<file path="src/rtl/dmem_ctrl_pkg.sv">
// Shared encodings and helpers for the data-memory responder.
// Latency: n/a (types, constants and pure functions only).
// Backpressure: n/a.
package dmem_ctrl_pkg;

   typedef enum logic [2:0] {
      DT_NONE  = 3'b000,
      DT_BYTE  = 3'b001,
      DT_HALF  = 3'b010,
      DT_WORD  = 3'b011,
      DT_UBYTE = 3'b101,
      DT_UHALF = 3'b110
   } data_type_e;

   typedef enum logic [1:0] {
      ST_IDLE     = 2'd0,
      ST_SPLIT_LD = 2'd1,
      ST_SPLIT_ST = 2'd2
   } state_e;

   localparam logic [31:0] mem_addr_zero = 32'h0000_0000;
   localparam logic [31:0] data_zero     = 32'h0000_0000;

   // Only the five real access types start an SRAM access.
   function automatic logic type_valid(input logic [2:0] t);
      case (t)
         DT_BYTE, DT_HALF, DT_WORD, DT_UBYTE, DT_UHALF: type_valid = 1'b1;
         default:                                       type_valid = 1'b0;
      endcase
   endfunction

   // Access size in bytes; 0 for types that never reach the SRAM.
   function automatic logic [2:0] type_size(input logic [2:0] t);
      case (t)
         DT_BYTE, DT_UBYTE: type_size = 3'd1;
         DT_HALF, DT_UHALF: type_size = 3'd2;
         DT_WORD:           type_size = 3'd4;
         default:           type_size = 3'd0;
      endcase
   endfunction

   // Right-aligned byte mask covering the access size.
   function automatic logic [3:0] size_mask(input logic [2:0] t);
      case (t)
         DT_BYTE, DT_UBYTE: size_mask = 4'b0001;
         DT_HALF, DT_UHALF: size_mask = 4'b0011;
         DT_WORD:           size_mask = 4'b1111;
         default:           size_mask = 4'b0000;
      endcase
   endfunction

endpackage

</file>
<file path="src/rtl/dmem_lane_fmt.sv">
// Byte-lane formatter: store lane mask/data across a two-word window, load extract + extend.
// Latency: purely combinational.
// Backpressure: none; the caller decides when the results are used.
module dmem_lane_fmt
   import dmem_ctrl_pkg::*;
(
   input  logic [2:0]  st_type,
   input  logic [1:0]  st_off,
   input  logic [31:0] st_data,
   output logic [3:0]  we_lo,
   output logic [3:0]  we_hi,
   output logic [31:0] wdata_lo,
   output logic [31:0] wdata_hi,
   input  logic [2:0]  ld_type,
   input  logic [1:0]  ld_off,
   input  logic [31:0] ld_word_lo,
   input  logic [31:0] ld_word_hi,
   output logic [31:0] ld_data
);

   logic [3:0]  st_mask;
   logic [7:0]  st_mask_wide;
   logic [31:0] st_data_m;
   logic [63:0] st_data_wide;
   logic [31:0] ld_shift;

   // Store side: mask unused bytes, then shift lanes into the low/high word pair.
   always_comb begin
      st_mask   = size_mask(st_type);
      st_data_m = data_zero;
      for (int i = 0; i < 4; i++) begin
         st_data_m[8*i +: 8] = st_mask[i] ? st_data[8*i +: 8] : 8'h00;
      end
      st_mask_wide = {4'b0000, st_mask} << st_off;
      st_data_wide = {data_zero, st_data_m} << {st_off, 3'b000};
      we_lo        = st_mask_wide[3:0];
      we_hi        = st_mask_wide[7:4];
      wdata_lo     = st_data_wide[31:0];
      wdata_hi     = st_data_wide[63:32];
   end

   // Load side: shift the two-word window down by the offset and extend to 32 bits.
   always_comb begin
      ld_shift = 32'({ld_word_hi, ld_word_lo} >> {ld_off, 3'b000});
      case (ld_type)
         DT_BYTE:  ld_data = {{24{ld_shift[7]}}, ld_shift[7:0]};
         DT_UBYTE: ld_data = {24'h000000, ld_shift[7:0]};
         DT_HALF:  ld_data = {{16{ld_shift[15]}}, ld_shift[15:0]};
         DT_UHALF: ld_data = {16'h0000, ld_shift[15:0]};
         DT_WORD:  ld_data = ld_shift;
         default:  ld_data = data_zero;
      endcase
   end

endmodule

</file>
<file path="src/rtl/dmem_ctrl.sv">
// Data-memory responder: issues load/store beats to a word SRAM, returns extended load data.
// Latency: aligned load result at T+1, word-crossing load at T+2; stores produce no result.
// Backpressure: mem_hold_o stalls upstream for one cycle while a crossing access issues beat 2.
module dmem_ctrl
   import dmem_ctrl_pkg::*;
#(
   parameter int ADDR_W         = 12,
   parameter bit MISALIGN_SPLIT = 1'b1
)(
   input  logic              clk,
   input  logic              rst_n,
   input  logic              r_mem_enable_i,
   input  logic [31:0]       r_mem_addr_i,
   input  logic              w_mem_enable_i,
   input  logic [31:0]       w_mem_addr_i,
   input  logic [31:0]       w_mem_data_i,
   input  logic [2:0]        data_type_i,
   input  logic [4:0]        w_reg_addr_i,
   output logic              mem_hold_o,
   output logic              misalign_o,
   output logic              mem_w_reg_enable_o,
   output logic [4:0]        w_reg_addr_o,
   output logic [31:0]       r_mem_data_o,
   output logic              ram_en_o,
   output logic [3:0]        ram_we_o,
   output logic [ADDR_W-1:0] ram_addr_o,
   output logic [31:0]       ram_wdata_o,
   input  logic [31:0]       ram_rdata_i
);

   // request decode
   logic              is_store;
   logic              req_vld;
   logic              crossing;
   logic [31:0]       req_addr;
   logic [1:0]        req_off;
   logic [ADDR_W-1:0] req_word;
   logic              unused_addr_hi;

   // lane formatter results
   logic [3:0]  we_lo, we_hi;
   logic [31:0] wdata_lo, wdata_hi, ld_data;
   logic [31:0] ld_word_lo, ld_word_hi;

   // FSM and control strobes
   state_e state_q, state_d;
   logic   issue_ld;
   logic   start_split;
   logic   drop;

   // beat-2 capture
   logic [ADDR_W-1:0] cap_addr_q;
   logic [3:0]        cap_we_q;
   logic [31:0]       cap_wdata_q;
   logic [2:0]        cap_type_q;
   logic [4:0]        cap_reg_q;
   logic [1:0]        cap_off_q;

   // response metadata, kept apart from the issue path so a result can overlap a new request
   logic        rsp_vld_q;
   logic        rsp_split_q;
   logic [2:0]  rsp_type_q;
   logic [1:0]  rsp_off_q;
   logic [4:0]  rsp_reg_q;
   logic [31:0] buf_q;
   logic        misalign_q;

   // Stores win over loads; rst_n gates the request so outputs drop the instant reset asserts.
   assign is_store       = w_mem_enable_i;
   assign req_addr       = is_store ? w_mem_addr_i : r_mem_addr_i;
   assign req_off        = req_addr[1:0];
   assign req_word       = req_addr[ADDR_W+1:2];
   assign req_vld        = rst_n && (w_mem_enable_i || r_mem_enable_i) && type_valid(data_type_i);
   assign crossing       = ({1'b0, req_off} + type_size(data_type_i)) > 3'd4;
   assign unused_addr_hi = ^req_addr[31:ADDR_W+2];

   // Split loads put word N in the buffer (low) and word N+1 arrives live (high).
   assign ld_word_lo = rsp_split_q ? buf_q       : ram_rdata_i;
   assign ld_word_hi = rsp_split_q ? ram_rdata_i : data_zero;

   dmem_lane_fmt u_fmt (
      .st_type    (data_type_i),
      .st_off     (req_off),
      .st_data    (w_mem_data_i),
      .we_lo      (we_lo),
      .we_hi      (we_hi),
      .wdata_lo   (wdata_lo),
      .wdata_hi   (wdata_hi),
      .ld_type    (rsp_type_q),
      .ld_off     (rsp_off_q),
      .ld_word_lo (ld_word_lo),
      .ld_word_hi (ld_word_hi),
      .ld_data    (ld_data)
   );

   // State register.
   always_ff @(posedge clk or negedge rst_n) begin
      if (!rst_n) state_q <= ST_IDLE;
      else        state_q <= state_d;
   end

   // Next state and SRAM beat selection: beat 1 / aligned beats from inputs, beat 2 from captures.
   always_comb begin
      state_d     = state_q;
      mem_hold_o  = 1'b0;
      ram_en_o    = 1'b0;
      ram_we_o    = 4'b0000;
      ram_addr_o  = mem_addr_zero[ADDR_W-1:0];
      ram_wdata_o = data_zero;
      issue_ld    = 1'b0;
      start_split = 1'b0;
      drop        = 1'b0;
      case (state_q)
         ST_IDLE: begin
            if (req_vld) begin
               if (!crossing || MISALIGN_SPLIT) begin
                  ram_en_o   = 1'b1;
                  ram_addr_o = req_word;
                  if (is_store) begin
                     ram_we_o    = we_lo;
                     ram_wdata_o = wdata_lo;
                  end
                  if (crossing) begin
                     mem_hold_o  = 1'b1;
                     start_split = 1'b1;
                     state_d     = is_store ? ST_SPLIT_ST : ST_SPLIT_LD;
                  end else begin
                     issue_ld = !is_store;
                  end
               end else begin
                  drop = 1'b1;
               end
            end
         end
         ST_SPLIT_LD: begin
            ram_en_o   = 1'b1;
            ram_addr_o = cap_addr_q;
            state_d    = ST_IDLE;
         end
         ST_SPLIT_ST: begin
            ram_en_o    = 1'b1;
            ram_addr_o  = cap_addr_q;
            ram_we_o    = cap_we_q;
            ram_wdata_o = cap_wdata_q;
            state_d     = ST_IDLE;
         end
         default: state_d = ST_IDLE;
      endcase
   end

   // Capture beat-2 address (next word, wrapping), remaining lanes and load metadata.
   always_ff @(posedge clk or negedge rst_n) begin
      if (!rst_n) begin
         cap_addr_q  <= '0;
         cap_we_q    <= 4'b0000;
         cap_wdata_q <= data_zero;
         cap_type_q  <= DT_NONE;
         cap_reg_q   <= 5'd0;
         cap_off_q   <= 2'd0;
      end else if (start_split) begin
         cap_addr_q  <= req_word + ADDR_W'(1);
         cap_we_q    <= we_hi;
         cap_wdata_q <= wdata_hi;
         cap_type_q  <= data_type_i;
         cap_reg_q   <= w_reg_addr_i;
         cap_off_q   <= req_off;
      end
   end

   // Response scheduling: one-cycle pulse after the final load beat; beat-1 data buffered.
   always_ff @(posedge clk or negedge rst_n) begin
      if (!rst_n) begin
         rsp_vld_q   <= 1'b0;
         rsp_split_q <= 1'b0;
         rsp_type_q  <= DT_NONE;
         rsp_off_q   <= 2'd0;
         rsp_reg_q   <= 5'd0;
         buf_q       <= data_zero;
         misalign_q  <= 1'b0;
      end else begin
         rsp_vld_q  <= issue_ld || (state_q == ST_SPLIT_LD);
         misalign_q <= drop;
         if (issue_ld) begin
            rsp_split_q <= 1'b0;
            rsp_type_q  <= data_type_i;
            rsp_off_q   <= req_off;
            rsp_reg_q   <= w_reg_addr_i;
         end else if (state_q == ST_SPLIT_LD) begin
            rsp_split_q <= 1'b1;
            rsp_type_q  <= cap_type_q;
            rsp_off_q   <= cap_off_q;
            rsp_reg_q   <= cap_reg_q;
            buf_q       <= ram_rdata_i;
         end
      end
   end

   assign mem_w_reg_enable_o = rsp_vld_q;
   assign w_reg_addr_o       = rsp_vld_q ? rsp_reg_q : 5'd0;
   assign r_mem_data_o       = rsp_vld_q ? ld_data : data_zero;
   assign misalign_o         = misalign_q;

endmodule

</file>
<file path="config.mk">
export PLATFORM = sky130hd
export DESIGN_NAME = dmem_ctrl
export DESIGN_NICKNAME = d
export VERILOG_FILES = /design/src/rtl/dmem_ctrl_pkg.sv /design/src/rtl/dmem_lane_fmt.sv /design/src/rtl/dmem_ctrl.sv
export SDC_FILE = /design/constraint.sdc
export NUM_CORES = 1
export LEC_CHECK = 0
export ABC_AREA = 1
export CAP_MARGIN = 0
export CORE_MARGIN = 1
export CORE_UTILIZATION = 55
export CTS_CLUSTER_DIAMETER = 100
export CTS_CLUSTER_SIZE = 14
export DETAILED_ROUTE_END_ITERATION = 7
export GPL_TIMING_DRIVEN = 0
export PLACE_DENSITY_LB_ADDON = 0.1
export SYNTH_ARGS = -nofsm -noshare
export SYNTH_HDL_FRONTEND = slang
export SYNTH_HIERARCHICAL = 1
export SYNTH_SLANG_ARGS = --single-unit
</file>
<file path="constraint.sdc">
create_clock -name clk -period 4.85 [get_ports clk]
set_input_delay 0.97 -clock clk [delete_from_list [all_inputs] [get_ports clk]]
set_output_delay 0.97 -clock clk [all_outputs]
set_load 0.1 [all_outputs]
</file>
Word-level counts from Yosys, hierarchy flattened

Cells that the tools add are included.

Flip-flop bits (word level): 104
Bits in latches: 0
Bits in writable memories: 0
Bits in read-only memories: 0
Input bits: 140
Memories kept: 0

Add/subtract/negate cells: 2
Multipliers: 0
Div/mod/pow operators: 0
Order comparisons: 1
Eq/ne operators: 14
Shifts and indexed selects: 3
Mux-type cells: 41
Bitwise gates (word level): 1
Reductions and logical operators: 13

Operator list:

| kind                    | number |
|---|---|
| $mux W32                | 5 |
| $pmux W32 S5            | 1 |
| $pmux W32 S2            | 1 |
| $shl A32 B5 Y64         | 1 |
| $shr A64 B5 Y32         | 1 |
| $mux W8                 | 4 |
| $pmux W12 S2            | 1 |
| $mux W5                 | 3 |
| $mux W14                | 1 |
| $add A12 B1 Y12 const B | 1 |
| $eq A3 B2 Y1 const B    | 4 |
| $eq A3 B3 Y1 const B    | 4 |
| $mux W12                | 1 |
| $mux W2                 | 6 |
| $pmux W4 S3             | 1 |
| $mux W1                 | 10 |
| $pmux W3 S3             | 1 |
| $mux W4                 | 2 |
| $pmux W4 S2             | 1 |
| $shl A4 B2 Y8           | 1 |
| $eq A3 B1 Y1 const B    | 2 |
| $mux W3                 | 2 |
| $reduce_or A2 Y1        | 3 |
| $reduce_or A5 Y1        | 1 |
| 13 further kinds        | 17 |

Depth between registers and ports, before layout

Depth after elaboration: 10
Depth in mapped cells: 16
Depth with buffers taken out: 12

Cells and area by module

Netlist, hierarchy kept.

Modules (own cells, without submodules):

| module        | times used | cells each | area an instance (um^2) | sequential area each (um^2) |
|---|---|---|---|---|
| dmem_ctrl     | 1          | 946        | 6342.3                  | 2602.5 |
| dmem_lane_fmt | 1          | 546        | 2472.4                  | 0.0 |

Least setup slack after synthesis

OpenSTA, ideal clock, no wires.

Path type: in2out
Start: input w_mem_enable_i
End: output ram_wdata_o[20]
Data arrival time: 4476 ps
Slack: -596 ps
Cell stages on the path: 11
Buffers on the path: 4
Cells stage by stage: buf_6 -> inv_2 -> buf_6 -> or2_2 -> o21a_1 -> buf_2 -> buf_1 -> nand4_1 -> nand2_1 -> nand3_1 -> o21ai_0

Longest elaborated chain between the ends: 5
Elaborated cells between the ends (all ways): 8

Ends and longest elaborated chain:

| what             | RTL line            | text |
|---|---|---|
| start, declared  | dmem_ctrl.sv:14     | `input logic w_mem_enable_i,` |
| $mux W14         | dmem_ctrl.sv:70     | `assign req_addr = is_store ? w_mem_addr_i : r_mem_addr_i;` |
| via req_addr[1]  | dmem_ctrl.sv:35     | `logic [31:0] req_addr;` |
| $shl A32 B5 Y64  | dmem_lane_fmt.sv:35 | `st_data_wide = {data_zero, st_data_m} << {st_off, 3'b000};` |
| via wdata_lo[20] | dmem_ctrl.sv:42     | `logic [31:0] wdata_lo, wdata_hi, ld_data;` |
| $mux W32         | dmem_ctrl.sv:119    | `if (is_store) begin` |
| $mux W32         | dmem_ctrl.sv:115    | `if (req_vld) begin` |
| $pmux W32 S2     | dmem_ctrl.sv:113    | `case (state_q)` |
| end, declared    | dmem_ctrl.sv:27     | `output logic [31:0] ram_wdata_o,` |

The timed path passes the listed nets, and every way through them passes these cells.

Worst setup path after layout

Start: input w_mem_enable_i
End: output ram_we_o[1]

Longest elaborated chain between the ends: 5
Elaborated cells between the ends (all ways): 8

Ends and longest elaborated chain:

| what            | RTL line            | text |
|---|---|---|
| $mux W14        | dmem_ctrl.sv:70     |  |
| via req_addr[0] | dmem_ctrl.sv:35     |  |
| $shl A4 B2 Y8   | dmem_lane_fmt.sv:34 | `st_mask_wide = {4'b0000, st_mask} << st_off;` |
| via we_lo[1]    | dmem_ctrl.sv:41     | `logic [3:0] we_lo, we_hi;` |
| $mux W4         | dmem_ctrl.sv:119    |  |
| $mux W4         | dmem_ctrl.sv:115    |  |
| $pmux W4 S2     | dmem_ctrl.sv:113    |  |
| end, declared   | dmem_ctrl.sv:25     | `output logic [3:0] ram_we_o,` |

The timed path passes the listed nets, and every way through them passes these cells.

==> impl_metrics.tcl <==
set metrics [dict create \
    detail_route.wirelength_mm 32.98 \
    initial_core_util_pct 56.96 \
    nets 1836 \
    required_ps 3880 \
    avgSynthCellArea_um2 5.931 \
    leakagePower_uw 0.006578 \
    cts.path.max_buffers 2 \
    hold_depth 2 \
    hold_viol 0 \
    cts_buffers 9 \
    clock_skew_ps 10.77 \
    r2r_cells 7 \
    tightest_slew_ps 1013 \
    rsz0062_at_grt "false" \
    dp_hpwl_mm 24.20 \
    setup_violations 0 \
    p_int_uw 2643 \
    clock_sink_count 104 \
    grt_max_degree 58 \
    place_area_mm2 0.01098 \
    cts_tree "built" \
    fmax_mhz 207.6 \
    crit_arrival_ps 3850 \
    clk_pin_slew_ps 70 \
    row_count 45 \
    grt_pass1_wl_mm 51.09 \
    relSlewSlack_pct 32.33 \
    via_per_inst 5.724 \
    min_period_ps 4817 \
    dr.pass1.iters 6 \
    clk_latency_ps 370 \
    drive_gt1_share_pct 8.935 \
    cap_violations 0 \
    fin_util_pct 72.50 \
    cts_setup_buffers 0 \
    dieArea_mm2 0.01643 \
    ios 229 \
    powerDensity_mw_per_mm2 548.7 \
    via_count 10881 \
    setup.worst_path.class "in -> out" \
    p_sw_uw 3472 \
    power_frac_comb_pct 63.6 \
    crit_path_max_fanout 10 \
    drc 0 \
    cp-end-kind "primary output" \
    antenna_cells 0 \
    ctsHoldBuffers 0 \
    p_sw_share_pct 56.78 \
    grt-ovfl-total 0 \
    syn-cell-area_mm2 0.008755 \
    post-route-period-util_pct 99.33 \
    clkPwrFrac_pct 13.5 \
    area_growth_pct 27.30 \
    finalMaxSlewViolations 0 \
    yosys_warnings 6 \
    synth_cells 1476 \
    die_h_um 128.2 \
    coreArea_mm2 0.01537 \
    place_congestion 0.9856 \
    drt_iter0_drc 1430 \
    cts_htree_levels 3 \
    antenna_left 0 \
    fp.dieW_um 128.2 \
    grt_pass1_vias 10274 \
    antenna_found_initial 0 \
    grt.total_usage_pct 40.42 \
    clock-root-buffer "clkbuf_16" \
    min_path_type "reg -> reg" \
    ir_drop_v 0.0009845 \
    status "finished clean" \
    seqPwrFrac_pct 22.9 \
    portBuffers 190 \
    wire_per_inst_um 17.35 \
    start_kind "input port" \
    fin_area_mm2 0.01114 \
]
==> layout by cell type (no fill, tap or decap), drive strengths merged <==
cell type	n
fa	1
buf	69
clkbuf	90
xor2	3
nand3b	1
nor3	1
ha	9
clkinvlp	3
dfrtp	104
nand3	175
xnor2	1
bufinv	2
o21ai	135
dlymetal6s2s	24
or2	1
clkdlybuf4s15	4
dlygate4sd2	4
o211ai	8
a21oi	20
clkdlybuf4s50	115
o21a	2
nor2	51
nand4	19
o21ba	1
conb	10
nand2	657
o21bai	2
inv	178
==> flip-flops by register name (all words and copies together) (netlist names) <==
register / cells
cap_addr_q: 12
cap_off_q: 2
cap_reg_q: 5
rsp_reg_q: 5
cap_we_q: 4
rsp_off_q: 2
state_q: 2
cap_type_q: 3
rsp_split_q: 1
buf_q: 32
mem_w_reg_enable_o: 1
cap_wdata_q: 32
rsp_type_q: 3
==> cell type report <==
type,count,area (µm²)
Clock inverter,6,93.84
Inverter,177,666.9
Tap cell,211,264.0
Clock buffer,9,225.2
Timing Repair Buffer,191,1777
Fill cell,1282,4227
Buffer,106,628.1
Multi-Input combinational cell,1097,4887
Sequential cell,104,2603
==> critical path, stage by stage <==
cell and delay [ps]:
buf_6 100, buf_4 170, buf_2 280, nand2_1 80
nand2_1 140, buf_2 270, buf_2 290, o21ai_0 170
nor2_1 140, nand3_1 90, o21ai_1 240, dlygate4sd2_1 890
==> per-stage QoR <==
| stage | std cells | total power (µW) | worst slack, ps | hold slack, ps | TNS (ps) |
|---|---|---|---|---|---|
| floorplan | 1484 | 4137 | 160.0 | 448.7 | 0 |
| global placement | 1885 | 5183 | -3418 | 462.5 | -445720 |
| detailed placement | 1886 | 5254 | -621.2 | 465.0 | -8767 |
| CTS | 1901 | 6033 | 0.8691 | 484.0 | 0 |
| global route | 1901 | 6436 | 6.882 | 493.6 | 0 |
| finish | 1901 | 6115 | 32.71 | 479.0 | 0 |
==> layer usage <==
| layer | vias to the layer above | share of wire, % | GRT usage (%) | wire length, µm |
|---|---|---|---|---|
| met5 | - | 0 | 0 | 0 |
| met4 | 0 | 7.2 | 27.20 | 2359 |
| met3 | 184 | 9.2 | 6.344 | 3020 |
| met2 | 771 | 48 | 69.53 | 15720 |
| met1 | 4935 | 36 | 46.46 | 11880 |
| li1 | 4991 | - | - | - |
==> repair_timing <==
action                                 CTS  global route
setup endpoints to repair               50            68
endpoints found under the hold margin    0             0
gates resized for setup                 59           108
==> power by group through the flow <==
stage	clock, µW	sequential (µW)	combinational (µW)
final	827	1400	3890
after global placement	0	1390	3790
after floorplan	0	1370	2770
after global routing	852	1430	4150
after detailed placement	0	1400	3850
after CTS	820	1390	3820
==> path summary, 6_finish.rpt <==
| path | startpoint | end | slack (ps) |
|---|---|---|---|
| max | w_mem_enable_i | ram_we_o[1] | 30 |
| min | cap_wdata_q[12] | cap_wdata_q[12] | 480 |
| max reg2reg | state_q[0] | cap_wdata_q[31] | 2750 |
| min reg2reg | cap_wdata_q[12] | cap_wdata_q[12] | 480 |
| max in group asynchronous | rst_n | cap_wdata_q[22] | 3450 |
| min in group asynchronous | rst_n | buf_q[5] | 670 |
Power figures use the tool's default switching activity.
